--- src/rtl/uart_rx_core.sv ---
// uart_rx_core: 8N1 serial receiver with centre-of-bit sampling.
// The line is synchronised, a falling edge from idle starts a frame, each
// bit is sampled mid-period from a counter that reloads at every sample
// point, and a good frame produces a one-cycle rdata_ready pulse.
module uart_rx_core #(
  parameter int CLK_PER_HALF_BIT = 5208
) (
  output logic [7:0] rdata,
  output logic       rdata_ready,
  output logic       ferr,
  input  logic       rxd,
  input  logic       clk,
  input  logic       rstn
);

  localparam int CNT_W = $clog2(2 * CLK_PER_HALF_BIT);
  localparam logic [CNT_W-1:0] HALF_LAST = CNT_W'(CLK_PER_HALF_BIT - 1);
  localparam logic [CNT_W-1:0] BIT_LAST  = CNT_W'(2 * CLK_PER_HALF_BIT - 1);

  typedef enum logic [2:0] {
    IDLE,
    START,
    DATA,
    STOP,
    WAIT_HIGH
  } state_t;

  logic rxd_m;
  logic rxd_s;
  logic rxd_p;

  state_t           state, state_nxt;
  logic [CNT_W-1:0] cnt, cnt_nxt;
  logic [2:0]       idx, idx_nxt;
  logic [7:0]       shift, shift_nxt;
  logic [7:0]       rdata_nxt;
  logic             ready_nxt;
  logic             ferr_nxt;

  // Two-flop synchroniser plus one history flop for edge detection; all
  // reset low so a line held low through reset is not seen as a start edge.
  always_ff @(posedge clk or negedge rstn) begin
    if (!rstn) begin
      rxd_m <= 1'b0;
      rxd_s <= 1'b0;
      rxd_p <= 1'b0;
    end else begin
      rxd_m <= rxd;
      rxd_s <= rxd_m;
      rxd_p <= rxd_s;
    end
  end

  // Receiver state, bit timing counter, shift register and output registers.
  always_ff @(posedge clk or negedge rstn) begin
    if (!rstn) begin
      state       <= IDLE;
      cnt         <= '0;
      idx         <= '0;
      shift       <= '0;
      rdata       <= '0;
      rdata_ready <= 1'b0;
      ferr        <= 1'b0;
    end else begin
      state       <= state_nxt;
      cnt         <= cnt_nxt;
      idx         <= idx_nxt;
      shift       <= shift_nxt;
      rdata       <= rdata_nxt;
      rdata_ready <= ready_nxt;
      ferr        <= ferr_nxt;
    end
  end

  // Next-state logic: counter reloads at each sample point so timing error
  // never accumulates across a frame.
  always_comb begin
    state_nxt = state;
    cnt_nxt   = cnt + 1'b1;
    idx_nxt   = idx;
    shift_nxt = shift;
    rdata_nxt = rdata;
    ready_nxt = 1'b0;
    ferr_nxt  = ferr;

    case (state)
      IDLE: begin
        cnt_nxt = '0;
        if (rxd_p && !rxd_s) begin
          state_nxt = START;
        end
      end

      START: begin
        if (cnt == HALF_LAST) begin
          cnt_nxt = '0;
          if (rxd_s) begin
            // Line went back high before mid-start: treat as a glitch.
            state_nxt = IDLE;
          end else begin
            state_nxt = DATA;
            idx_nxt   = '0;
          end
        end
      end

      DATA: begin
        if (cnt == BIT_LAST) begin
          cnt_nxt        = '0;
          shift_nxt[idx] = rxd_s;
          idx_nxt        = idx + 3'd1;
          if (idx == 3'd7) begin
            state_nxt = STOP;
          end
        end
      end

      STOP: begin
        if (cnt == BIT_LAST) begin
          cnt_nxt = '0;
          if (rxd_s) begin
            rdata_nxt = shift;
            ready_nxt = 1'b1;
            ferr_nxt  = 1'b0;
            state_nxt = IDLE;
          end else begin
            // Bad stop bit: flag it and wait for the line to recover so a
            // break does not immediately start another frame.
            ferr_nxt  = 1'b1;
            state_nxt = WAIT_HIGH;
          end
        end
      end

      WAIT_HIGH: begin
        cnt_nxt = '0;
        if (rxd_s) begin
          state_nxt = IDLE;
        end
      end

      default: begin
        cnt_nxt   = '0;
        state_nxt = IDLE;
      end
    endcase
  end

endmodule

--- config.mk ---
export PLATFORM = sky130hd
export DESIGN_NAME = uart_rx_core
export DESIGN_NICKNAME = d
export VERILOG_FILES = /design/src/rtl/uart_rx_core.sv
export SDC_FILE = /design/constraint.sdc
export NUM_CORES = 1
export LEC_CHECK = 0
export BUFFER_PORTS_ARGS = -buffer_cell sky130_fd_sc_hd__buf_2
export CAP_MARGIN = 30
export CORE_MARGIN = 10
export CORE_UTILIZATION = 56
export DETAILED_ROUTE_END_ITERATION = 10
export PLACE_DENSITY = 0.73
export SYNTH_ARGS = -nofsm -noshare
export SYNTH_HDL_FRONTEND = slang
export SYNTH_SLANG_ARGS = --single-unit
export TNS_END_PERCENT = 20
--- constraint.sdc ---
create_clock -name clk -period 2.56 [get_ports clk]
set_input_delay 0.128 -clock clk [delete_from_list [all_inputs] [get_ports clk]]
set_output_delay 0.128 -clock clk [all_outputs]
set_load 0.01 [all_outputs]
==> results.json <==
{
  "gp_congestion": 0.888,
  "hold_path_depth": 0,
  "utilization_pct": 65.0,
  "path_cells": "or4b_1 -> or4_4 -> a22oi_4 -> nor2_1",
  "cts_tree": "done",
  "netlist_top_cells_area": "dfrtp_1 (52%), mux2_2 (9.6%), xnor2_1 (5.3%)",
  "coreArea_sq_mm": 0.00339,
  "dpl.hpwl_mm": 2.58,
  "antenna_left": 0,
  "yosys.area_share.simple_pct": 22.4,
  "setup_viol": 0,
  "grt_pass1_wl_mm": 6.29,
  "p_leak_nw": 0.959,
  "grtUsageTotal_pct": 12.1,
  "slew_violations": 0,
  "io_pins": 13,
  "synth_compound_area_share_pct": 5.28,
  "grt_overflow": 0,
  "slew_headroom_pct": 41.5,
  "grt_max_degree": 42,
  "wirelength_mm": 3.55,
  "drv_cap": 0,
  "grt_pass1_vias": 1468,
  "syn_nets": 187,
  "ys_async_sr_fraction_pct": 100,
  "rsz0062_at_grt": "no",
  "synth_mux_area_share_pct": 10.1,
  "synth_ff_type": "dfrtp_1",
  "die_w_microns": 79.6,
  "synth_top_area_share_pct": 51.5,
  "arrival_ps": 2510,
  "yosysWarnings": 0,
  "yosysMostFrequentCell": "dfrtp_1",
  "hold_start": "rxd_m$_DFF_PN0_",
  "yosys.area_share.adder_pct": 1.88,
  "area_delta_synth_final_pct": 10.7,
  "dieArea_sq_mm": 0.00634,
  "cts_buffer_depth": 2,
  "min_to": "rxd_s$_DFF_PN0_",
  "antennaDiodeCount": 0,
  "status": "completed",
  "vias": 1412,
  "critPathMaxFanout": 14,
  "clkSinkCount": 41,
  "start_util_pct": 58.8,
  "clk_latency_ps": 340,
  "post-route-period-util_pct": 90.2,
  "r2r_cells": 4,
  "report.power.total_mw": 1.45,
  "cts-root-buf": "clkbuf_4",
  "r2r_end": "cnt[8]$_DFF_PN0_",
  "wl_per_cell_microns": 14.7,
  "cts.clk_slew.worst_paths_ps": 120,
  "drtPass1Iterations": 4,
  "synth_cells": 181,
  "syn_area_sq_mm": 0.00199,
  "synth_xor_area_share_pct": 5.72,
  "finalHoldViolations": 0,
  "min_period_ps": 2310,
  "ys_seq_elements": 41,
  "viasPerCell": 5.83,
  "die_h_microns": 79.6,
  "synth_top_cell_by_area": "dfrtp_1",
  "worst_hold_path_type": "reg2reg",
  "drt_iter0_markers": 70,
  "p_per_area_mw_per_mm2": 659,
  "port_buffers": 12,
  "r2r_start": "cnt[7]$_DFF_PN0_",
  "crit_slowest_cell": "or4_4",
  "drc": 0,
  "synth_top_family_by_area": "simple AND/OR/NAND/NOR gates",
  "row_count": 21,
  "drive_above_1_share_pct": 27.0,
  "endpoint_kind": "register",
  "rrSetupSlack_ps": 250,
  "cts_max_level": 2,
  "synth_edf_count": 0,
  "fin_tns_setup_ps": 0,
  "ir_drop_mv": 0.579,
  "synth_common_cells": "dfrtp_1 (41), mux2_2 (17), nor2_1 (14)",
  "slowest_delay_ps": 590,
  "crit_path_start_kind": "register",
  "ys_types": 33,
  "tightestPinTransition_ps": 877,
  "critPathKind": "reg2reg",
  "post_cts_buffers": 0,
  "crit_required_ps": 2770,
  "yosysSeqAreaShare_pct": 51.5,
  "nets": 201,
  "antenna_found_initial": 0,
  "cts_buffers": 5,
  "syn_avg_cell_area_sq_um": 11.0,
  "fmax_ghz": 0.433,
  "worst_clock_skew_ps": 9.00
}
==> how the worst max path moves through the flow <==
stage / from / end
CTS: cnt[7]$_DFF_PN0_ / cnt[8]$_DFF_PN0_
global route: cnt[0]$_DFF_PN0_ / shift[7]$_DFFE_PN0P_
global placement: cnt[7]$_DFF_PN0_ / cnt[5]$_DFF_PN0_
floorplan: cnt[7]$_DFF_PN0_ / state[1]$_DFFE_PN0P_
finish: cnt[7]$_DFF_PN0_ / cnt[8]$_DFF_PN0_
detailed placement: cnt[7]$_DFF_PN0_ / cnt[8]$_DFF_PN0_
==> where the power goes <==
part | leakage [nW] | total, mW | internal, mW | switching (mW)
Clock | 0.0552 | 0.502 | 0.302 | 0.199
Combinational | 0.350 | 0.198 | 0.0840 | 0.114
Sequential | 0.553 | 0.753 | 0.693 | 0.0602
==> critical path, delay by kind of cell, from the launching register on <==
family | cells | cell delay, ps
and+or+nand+nor | 3 | 1250
AOI/OAI and AO/OA | 1 | 480
DFF | 1 | 450
==> metrics by stage <==
step / std cells / cell area (sq um) / setup WS, ps / hold WS [ps]
floorplan: 181 / 1990 / 433 / -168
global placement: 232 / 2080 / 328 / 237
detailed placement: 232 / 2080 / 252 / 238
CTS: 242 / 2200 / 228 / 364
global route: 242 / 2200 / 112 / 367
finish: 242 / 2200 / 250 / 359
==> cells in the final DEF (no fill, tap or decap), types with 5 or more instances in the layout <==
master,n
clkbuf_4,5
nor2_1,14
nand2_1,7
nor3_1,5
buf_2,12
nor2_2,11
dfrtp_1,41
o21ai_0,5
inv_1,5
mux2_2,17
nand4_1,12
xnor2_1,12
nand3_1,7
==> registers in the layout, indices dropped and copies added (netlist names) <==
signal	flops
rxd_m	1
rdata	8
rdata_ready	1
shift	8
idx	3
rxd_p	1
state	3
cnt	14
rxd_s	1
ferr	1
==> metal layers <==
metal	share of wire [%]	routed length (microns)	track usage, %
met1	42	1480	13.0
met2	53	1880	21.5
met3	3.9	138	3.60
met4	1.4	49	5.20
met5	0	0	0
==> timing repair <==
action / 4_1_cts / 5_1_grt
setup endpoints to repair: 0 / 0
resized for setup: 0 / 0
hold buffers: 2 / 0
hold endpoints to repair: 42 / 0
==> kinds of logic after synthesis <==
| group | count (synthesis) |
|---|---|
| xor gates and xnor gates | 13 |
| adders and majority gates | 3 |
| DFF | 41 |
| and+or+nand+nor | 77 |
| AOI/OAI and AO/OA | 15 |
| buffers and inverters | 14 |
| muxes | 18 |
==> area by class of cell <==
class                   instances  area (sq um)
fillers                       262          1180
flip-flops and latches         41          1030
multi-input cells             126           905
repair buffers                 16          95.1
clock inverters                 3          65.1
well taps                      46          57.6
clock buffers                   5          37.5
inverters                       5          18.8
No activity file was read; power rests on OpenSTA's default activity.
